## src/rtl/pdm_pkg.sv

```systemverilog
// rtl/pdm_pkg.sv - shared constants and helpers for the PDM CIC decimator
package pdm_pkg;

  localparam int CIC_ORDER = 3;
  localparam int PCM_W     = 16;

  function automatic int cic_w(input int dec_log2);
    return CIC_ORDER * dec_log2 + 2;
  endfunction

  function automatic logic signed [PCM_W-1:0] sat16(input logic signed [31:0] v);
    if (v > 32'sd32767)
      return 16'sh7fff;
    else if (v < -32'sd32768)
      return 16'sh8000;
    else
      return v[PCM_W-1:0];
  endfunction

endpackage

```

## src/rtl/pdm_clk_gen.sv

```systemverilog
// rtl/pdm_clk_gen.sv - PDM mclk divider and sample strobe on the lr_sel-selected edge
module pdm_clk_gen #(
  parameter int CLK_DIV = 4
) (
  input  logic clk,
  input  logic reset,
  input  logic enable,
  input  logic lr_sel,
  output logic mclk,
  output logic strobe
);

  localparam int CW = (CLK_DIV > 2) ? $clog2(CLK_DIV) : 1;
  localparam logic [CW-1:0] HALF_M1 = CW'(CLK_DIV / 2 - 1);
  localparam logic [CW-1:0] LAST    = CW'(CLK_DIV - 1);

  logic [CW-1:0] cnt;

  always_ff @(posedge clk) begin
    if (reset || !enable) begin
      cnt  <= '0;
      mclk <= 1'b0;
    end else begin
      cnt <= (cnt == LAST) ? '0 : cnt + 1'b1;
      if (cnt == HALF_M1 || cnt == LAST)
        mclk <= ~mclk;
    end
  end

  // mclk rises when leaving HALF_M1 and falls when leaving LAST
  assign strobe = enable && (cnt == (lr_sel ? LAST : HALF_M1));

endmodule

```

## src/rtl/pdm_cic_decimator.sv

```systemverilog
// rtl/pdm_cic_decimator.sv - PDM capture, 3rd-order CIC decimator and PCM holding register
// Optional one-pole DC blocker after scaling: define PDM_DCBLOCK_EN.
module pdm_cic_decimator
  import pdm_pkg::*;
#(
  parameter int CLK_DIV  = 4,
  parameter int DEC_LOG2 = 6,
  parameter int DC_SHIFT = 10
) (
  input  logic                    clk,
  input  logic                    reset,
  input  logic                    enable,
  input  logic                    lr_sel,
  input  logic                    pdm_data,
  output logic                    mclk,
  output logic signed [PCM_W-1:0] pcm_data,
  output logic                    pcm_valid,
  input  logic                    pcm_ready,
  output logic                    overrun
);

  localparam int W   = cic_w(DEC_LOG2);
  localparam int SH  = CIC_ORDER * DEC_LOG2 - (PCM_W - 1);
  localparam int SHR = (SH > 0) ? SH : 0;
  localparam int SHL = (SH < 0) ? -SH : 0;

  if (CLK_DIV < 2 || (CLK_DIV % 2) != 0 || DEC_LOG2 < 4 || DEC_LOG2 > 7 ||
      DC_SHIFT < 1 || DC_SHIFT > 16) begin : g_param_check
    $error("pdm_cic_decimator: unsupported parameter set");
  end

  logic strobe;
  logic clear;

  pdm_clk_gen #(.CLK_DIV(CLK_DIV)) u_clk_gen (
    .clk    (clk),
    .reset  (reset),
    .enable (enable),
    .lr_sel (lr_sel),
    .mclk   (mclk),
    .strobe (strobe)
  );

  logic signed [W-1:0] x, i1, i2, i3, z1, z2, z3, c1, c2, c3;
  logic [DEC_LOG2-1:0] dcnt;
  logic                v1, v2;

  assign clear = reset || !enable;
  assign x     = {{(W-1){~pdm_data}}, 1'b1};

  always_ff @(posedge clk) begin
    if (clear) begin
      i1 <= '0; i2 <= '0; i3 <= '0;
      z1 <= '0; z2 <= '0; z3 <= '0;
      c1 <= '0; c2 <= '0;
      dcnt <= '0;
      v1 <= 1'b0;
      v2 <= 1'b0;
    end else begin
      v1 <= 1'b0;
      v2 <= v1;
      if (strobe) begin
        i1   <= i1 + x;
        i2   <= i2 + i1;
        i3   <= i3 + i2;
        dcnt <= dcnt + 1'b1;
        if (&dcnt) begin
          c1 <= i3 - z1;
          z1 <= i3;
          v1 <= 1'b1;
        end
      end
      if (v1) begin
        c2 <= c1 - z2;
        z2 <= c1;
      end
      if (v2)
        z3 <= c2;
    end
  end

  // Third comb stage is combinational; it feeds the holding register directly
  assign c3 = c2 - z3;

  logic signed [31:0]      c3_ext, scaled;
  logic signed [PCM_W-1:0] pcm_next;
  logic                    load;

  assign c3_ext = {{(32-W){c3[W-1]}}, c3};
  assign scaled = (c3_ext <<< SHL) >>> SHR;

`ifdef PDM_DCBLOCK_EN
  logic signed [PCM_W-1:0] s16;
  logic signed [17:0]      xs18, x1, y1, y_next;
  logic                    v3;

  assign s16    = sat16(scaled);
  assign xs18   = {{2{s16[PCM_W-1]}}, s16};
  assign y_next = xs18 - x1 + y1 - (y1 >>> DC_SHIFT);

  always_ff @(posedge clk) begin
    if (clear) begin
      x1 <= '0;
      y1 <= '0;
      v3 <= 1'b0;
    end else begin
      v3 <= v2;
      if (v2) begin
        x1 <= xs18;
        y1 <= y_next;
      end
    end
  end

  assign load     = v3;
  assign pcm_next = sat16({{14{y1[17]}}, y1});
`else
  assign load     = v2;
  assign pcm_next = sat16(scaled);
`endif

  // Holding register survives enable=0 so a pending sample stays readable
  always_ff @(posedge clk) begin
    if (reset) begin
      pcm_data  <= '0;
      pcm_valid <= 1'b0;
      overrun   <= 1'b0;
    end else if (load) begin
      pcm_data  <= pcm_next;
      pcm_valid <= 1'b1;
      if (pcm_valid && !pcm_ready)
        overrun <= 1'b1;
    end else if (pcm_valid && pcm_ready) begin
      pcm_valid <= 1'b0;
    end
  end

endmodule

```

## config.mk

```make
export PLATFORM = sky130hd
export DESIGN_NAME = pdm_cic_decimator
export DESIGN_NICKNAME = d
export VERILOG_FILES = /design/src/rtl/pdm_pkg.sv /design/src/rtl/pdm_clk_gen.sv /design/src/rtl/pdm_cic_decimator.sv
export SDC_FILE = /design/constraint.sdc
export NUM_CORES = 1
export LEC_CHECK = 0
export BUFFER_PORTS_ARGS = -buffer_cell sky130_fd_sc_hd__buf_4
export CAP_MARGIN = 20
export CORE_ASPECT_RATIO = 1.75
export CORE_MARGIN = 4
export CORE_UTILIZATION = 31
export CTS_CLUSTER_DIAMETER = 40
export CTS_CLUSTER_SIZE = 24
export DETAILED_ROUTE_END_ITERATION = 8
export PLACE_DENSITY = 0.49
export SYNTH_ARGS = -nofsm -noshare
export SYNTH_HDL_FRONTEND = slang
export SYNTH_SLANG_ARGS = --single-unit
```

## constraint.sdc

```tcl
create_clock -name clk -period 7.6 [get_ports clk]
set_input_delay 1.52 -clock clk [delete_from_list [all_inputs] [get_ports clk]]
set_output_delay 1.52 -clock clk [all_outputs]
set_load 0.005 [all_outputs]
```

# Yosys cells after proc, flatten, opt, wreduce, memory -nomap -nowiden

Cells that the tools add are included.

Shifts and indexed selects: 0
Bitwise operators: 3
Reductions and logical operators: 13
Multipliers: 0
Mux-type cells: 6
Div/mod/pow operators: 0
Add/subtract/negate cells: 8
Equal/unequal tests: 3
$lt $le $gt $ge: 2

Operators with widths:

| cell                 | count |
|---|---|
| $sub 20x20->20       | 3 |
| $add 20x20->20       | 2 |
| $mux 16              | 2 |
| $add 20x2->20        | 1 |
| $gt 17x16->1 const B | 1 |
| $lt 17x16->1 const B | 1 |
| $reduce_and 7->1     | 1 |
| $add 6x1->6 const B  | 1 |
| $reduce_and 6->1     | 1 |
| $reduce_or 2->1      | 2 |
| $logic_and 1x1->1    | 3 |
| $mux 1               | 3 |
| $not 1->1            | 3 |
| $add 2x1->2 const B  | 1 |
| $eq 2x1->1 const B   | 1 |
| $eq 2x2->1           | 1 |
| $eq 2x2->1 const B   | 1 |
| $logic_not 1->1      | 2 |
| $logic_or 1x1->1     | 2 |
| $mux 2               | 1 |
| $reduce_and 2->1     | 1 |
| $reduce_bool 2->1    | 1 |

Memories: 0
Output and inout port bits: 19
Logic and storage cells: 51
Bits in registers: 189
Bits in latches: 0
RAM bits: 0
ROM bits: 0

# Depth between registers and ports, before layout

Word-level depth: 5
Mapped depth: 13

# Cells and area by module

Synthesis repeated with hierarchy kept, for this count alone.

Cell total of the unflattened synthesis: 1415
Area total of the unflattened synthesis: 11966.5 um^2

By module, submodules not included:

| module            | sequential area each (um^2) | cells each | instances | area an instance (um^2) |
|---|---|---|---|---|
| pdm_cic_decimator | 3723.6                      | 1401       | 1         | 11822.6 |
| pdm_clk_gen       | 60.1                        | 14         | 1         | 143.9 |

# Least setup slack after synthesis

No wires, ideal clock.

Path kind: input-to-reg
Start point: input pdm_data
End point: register i1[19]
Data required time: 7.472 ns
Data arrival time: 4.097 ns
Path slack: 3.375 ns
Stages: 11
Library setup time: 0.128 ns
Cell sequence: inv_1 > ha_1 > o21a_1 > o21a_1 > a2111oi_2 > o21a_1 > o21ai_0 > o41ai_1 > mux2i_1 > xnor2_1 > nor2_1

Word-level cells in the longest chain between the ends: 2

Ends and longest elaborated chain:

| item                 | RTL line                | RTL |
|---|---|---|
| start, declared      | pdm_cic_decimator.sv:14 | `input logic pdm_data,` |
| $not 1->1            | pdm_cic_decimator.sv:49 | `assign x = {{(W-1){~pdm_data}}, 1'b1};` |
| $add 20x2->20        | pdm_cic_decimator.sv:63 | `i1 <= i1 + x;` |
| end signal, assigned | pdm_cic_decimator.sv:63 |  |
| end, declared        | pdm_cic_decimator.sv:44 | `logic signed [W-1:0] x, i1, i2, i3, z1, z2, z3, c1, c2, c3;` |

Every way passes these cells.
A chain may end at the register's enable or synchronous reset.

# Final worst setup path

Start point: input pdm_data
End point: register i1[18]

Same word-level chain as after synthesis.

==> reports/qor.yml <==
run_status: "finished clean"
hold_class: "reg -> reg"
vias: 9800
antenna_cells: 0
synth_area_sq_um: 11900
slew_violations: 0
cts.sinks: 189
track_usage: 0.127
synth_flop_cell: "dfxtp_1"
layout-drive-gt1-share: 0.0607
crit_buf_inv: 3
max_stage_delay_ns: 0.66
postSynth.asyncResetShare: 0
reg2reg_slack_ns: 4.40
grt_setup_unrepaired: "false"
final_nets: 1612
antenna_found_initial: 0
grt_overflow: 0
post-place-ws_ns: 2.88
ant_nets: 0
syn_to_final_growth_pct: 10.6
cts_resized: 0
ys_warn_count: 0
io_buffers: 24
yosysTopAreaCell: "dfxtp_1"
fin_crit_sh: 0.559
syn_nets: 1620
timing.setup.tns_ns: 0
syn_inst: 1494
cts_tree: "yes"
drt_iter0_drc: 380
cts_inserted_buffers: 17
critPathLaunchType: "input port"
max-clock-path-buffers: 2
critical_path.top_delay_family: "compound AO/OA/AOI/OAI gates"
via_per_inst: 4.95
synth_common_cells: "nand2_1, dfxtp_1, a21oi_1, nor2_1, ha_1"
ys_types: 78
reg2reg_from: "i1[0]$_SDFFE_PP0P_"
whs_endpoint: "z1[7]$_SDFFE_PP0P_"
finalSetupViolCount: 0
postRouteWirelength_mm: 25.4
power_leakage_nw: 4.87
critPathArrivalTime_ns: 4.59
p_per_area_nw_per_um2: 152
ys_ff_latch: 189
cap_violations: 0
required_ns: 7.94
end_kind: "flop"
grt_pass1_wl_mm: 44.4
vdd_ir_drop_max_mv: 0.0944
drc: 0
htree_levels: 4
clk_latency_ns: 0.46
core-area_sq_um: 37800
cp_cell_sequence: "buf_4 -> inv_1 -> buf_4 -> fa_1 -> a21oi_1 -> o21ai_0 -> a2111oi_0 -> nor3_1 -> o21ai_0 -> a31oi_1 -> o21ai_0 -> xor2_1 -> o21ai_0"
synth-edff-count: 0
place_congestion: 0.766
die_x_um: 156
ys_seq_area_frac: 0.318
rows: 94
dieArea_sq_um: 41700
finalCoreUtilization: 0.349
clkTransAtPathRegs_ns: 0.07
final_area_sq_um: 13200
relSlewSlack: 0.470
grt_pass1_vias: 9596
ctsHoldBuffers: 0
syn_avg_cell_area_sq_um: 7.97
rr_endpoint: "i1[18]$_SDFFE_PP0P_"
final.min_clock_period_ns: 4.25
reg2reg_depth: 10
worstPathMaxFanout: 20
cpMostUsedCell: "o21ai_0"
post_dp_cell_area_sq_um: 12500
hold_depth: 2
hold_path_startpoint: "z1[7]$_SDFFE_PP0P_"
grt_max_degree: 72
ctsRootBufferMaster: "clkbuf_16"
avgRoutedWirePerCell_um: 12.8
critical-path-slowest-cell: "a2111oi_0"
critPathKind: "in -> reg"
power_w: 0.00200
post-cts-setup-buffers: 0
yosysMostFrequentCell: "nand2_1"
clock.fmax_ghz: 0.235
dr.pass1.iters: 4
start_util: 0.315
worstMarginPinSlew_ns: 0.796
post-dp-hpwl_mm: 18.4
skew_ns: 0.0139
yosys.area.top_type_share: 0.318
synth_area_leaders: "dfxtp_1, ha_1, nand2_1"
num_io_pins: 25
fin_ws_ns: 3.35
hold_viol: 0
dieHeight_um: 267
[kinds of logic after synthesis]
logic type | count (synthesis) | share of synthesized area
fa+ha+maj | 120 | 0.129
xor+xnor | 81 | 0.0596
mux | 46 | 0.0388
compound gates | 363 | 0.195
buf+inv | 151 | 0.0495
simple gates | 544 | 0.209
flops | 189 | 0.318
[flip-flops by register name, summed over array words and instances, names as in the netlist, 20 cells and up]
name,flops
c1,20
c2,20
i1,20
i2,20
i3,20
z1,20
z2,20
z3,20
[worst min-delay path: stages (launching register included)]
cell and delay [ns]:
dfxtp_1 0.31, nand2_1 0.05, a21oi_1 0.05
[worst max path at each step]
stage / from / to / slack (ns) / cells past startpoint
after global routing: pdm_data / i1[19]$_SDFFE_PP0P_ / 3.17 / 13
after detailed placement: pdm_data / i1[19]$_SDFFE_PP0P_ / 2.88 / 13
after global placement: pdm_data / i1[18]$_SDFFE_PP0P_ / 2.92 / 13
final: pdm_data / i1[18]$_SDFFE_PP0P_ / 3.35 / 13
after CTS: pdm_data / i1[19]$_SDFFE_PP0P_ / 3.38 / 13
after floorplan: pdm_data / i1[19]$_SDFFE_PP0P_ / 3.38 / 11
[cell usage in the layout (no fill, tap or decap), types with 6 or more instances in the layout]
cell and n:
o21ai_0 50, a211oi_1 15, buf_4 35, o31ai_1 6, xor2_1 26, dfxtp_1 187, a31oi_1 10, clkbuf_16 17
o21a_1 19, o211ai_1 9, a311oi_1 16, and2_1 6, nor2_1 131, or3_1 21, nand4_1 7, nor2b_1 20
mux2i_1 45, inv_1 87, a21o_1 26, ha_1 115, a21oi_1 143, and3_1 13, nor3_1 36, xnor2_1 55
nand3b_1 6, nand3_1 48, nand2_1 211, nand2b_1 12, o22ai_1 15
[routing by layer]
layer / track usage / part of all wire / up-vias
met5: 0 / 0 / -
met3: 0.0189 / 0.016 / 20
met4: 0.0434 / 0.017 / 0
met1: 0.132 / 0.41 / 4467
met2: 0.252 / 0.56 / 72
li1: - / - / 5241
[cell type report]
cell class / instances / area, sq um
Fill cell: 3950 / 24600
Multi-Input combinational cell: 1154 / 7550
Sequential cell: 189 / 3790
Tap cell: 480 / 601
Clock buffer: 20 / 457
Inverter: 88 / 330
Timing Repair Buffer: 36 / 278
Clock inverter: 12 / 163
[where the power goes]
part	internal, W	total (W)	switching (W)
logic	0.0000199	0.0000651	0.0000452
clock network	0.000537	0.000938	0.000401
registers	0.000992	0.000994	0.00000228
total	0.00155	0.00200	0.000449
[through the flow]
stage	instances	hold slack, ns
2_1_floorplan	1494	0.436
3_3_place_gp	1946	0.441
3_5_place_dp	1946	0.446
4_1_cts	1978	0.456
5_1_grt	1979	0.475
6_report	1979	0.452
(Power assumes the default switching activity.)
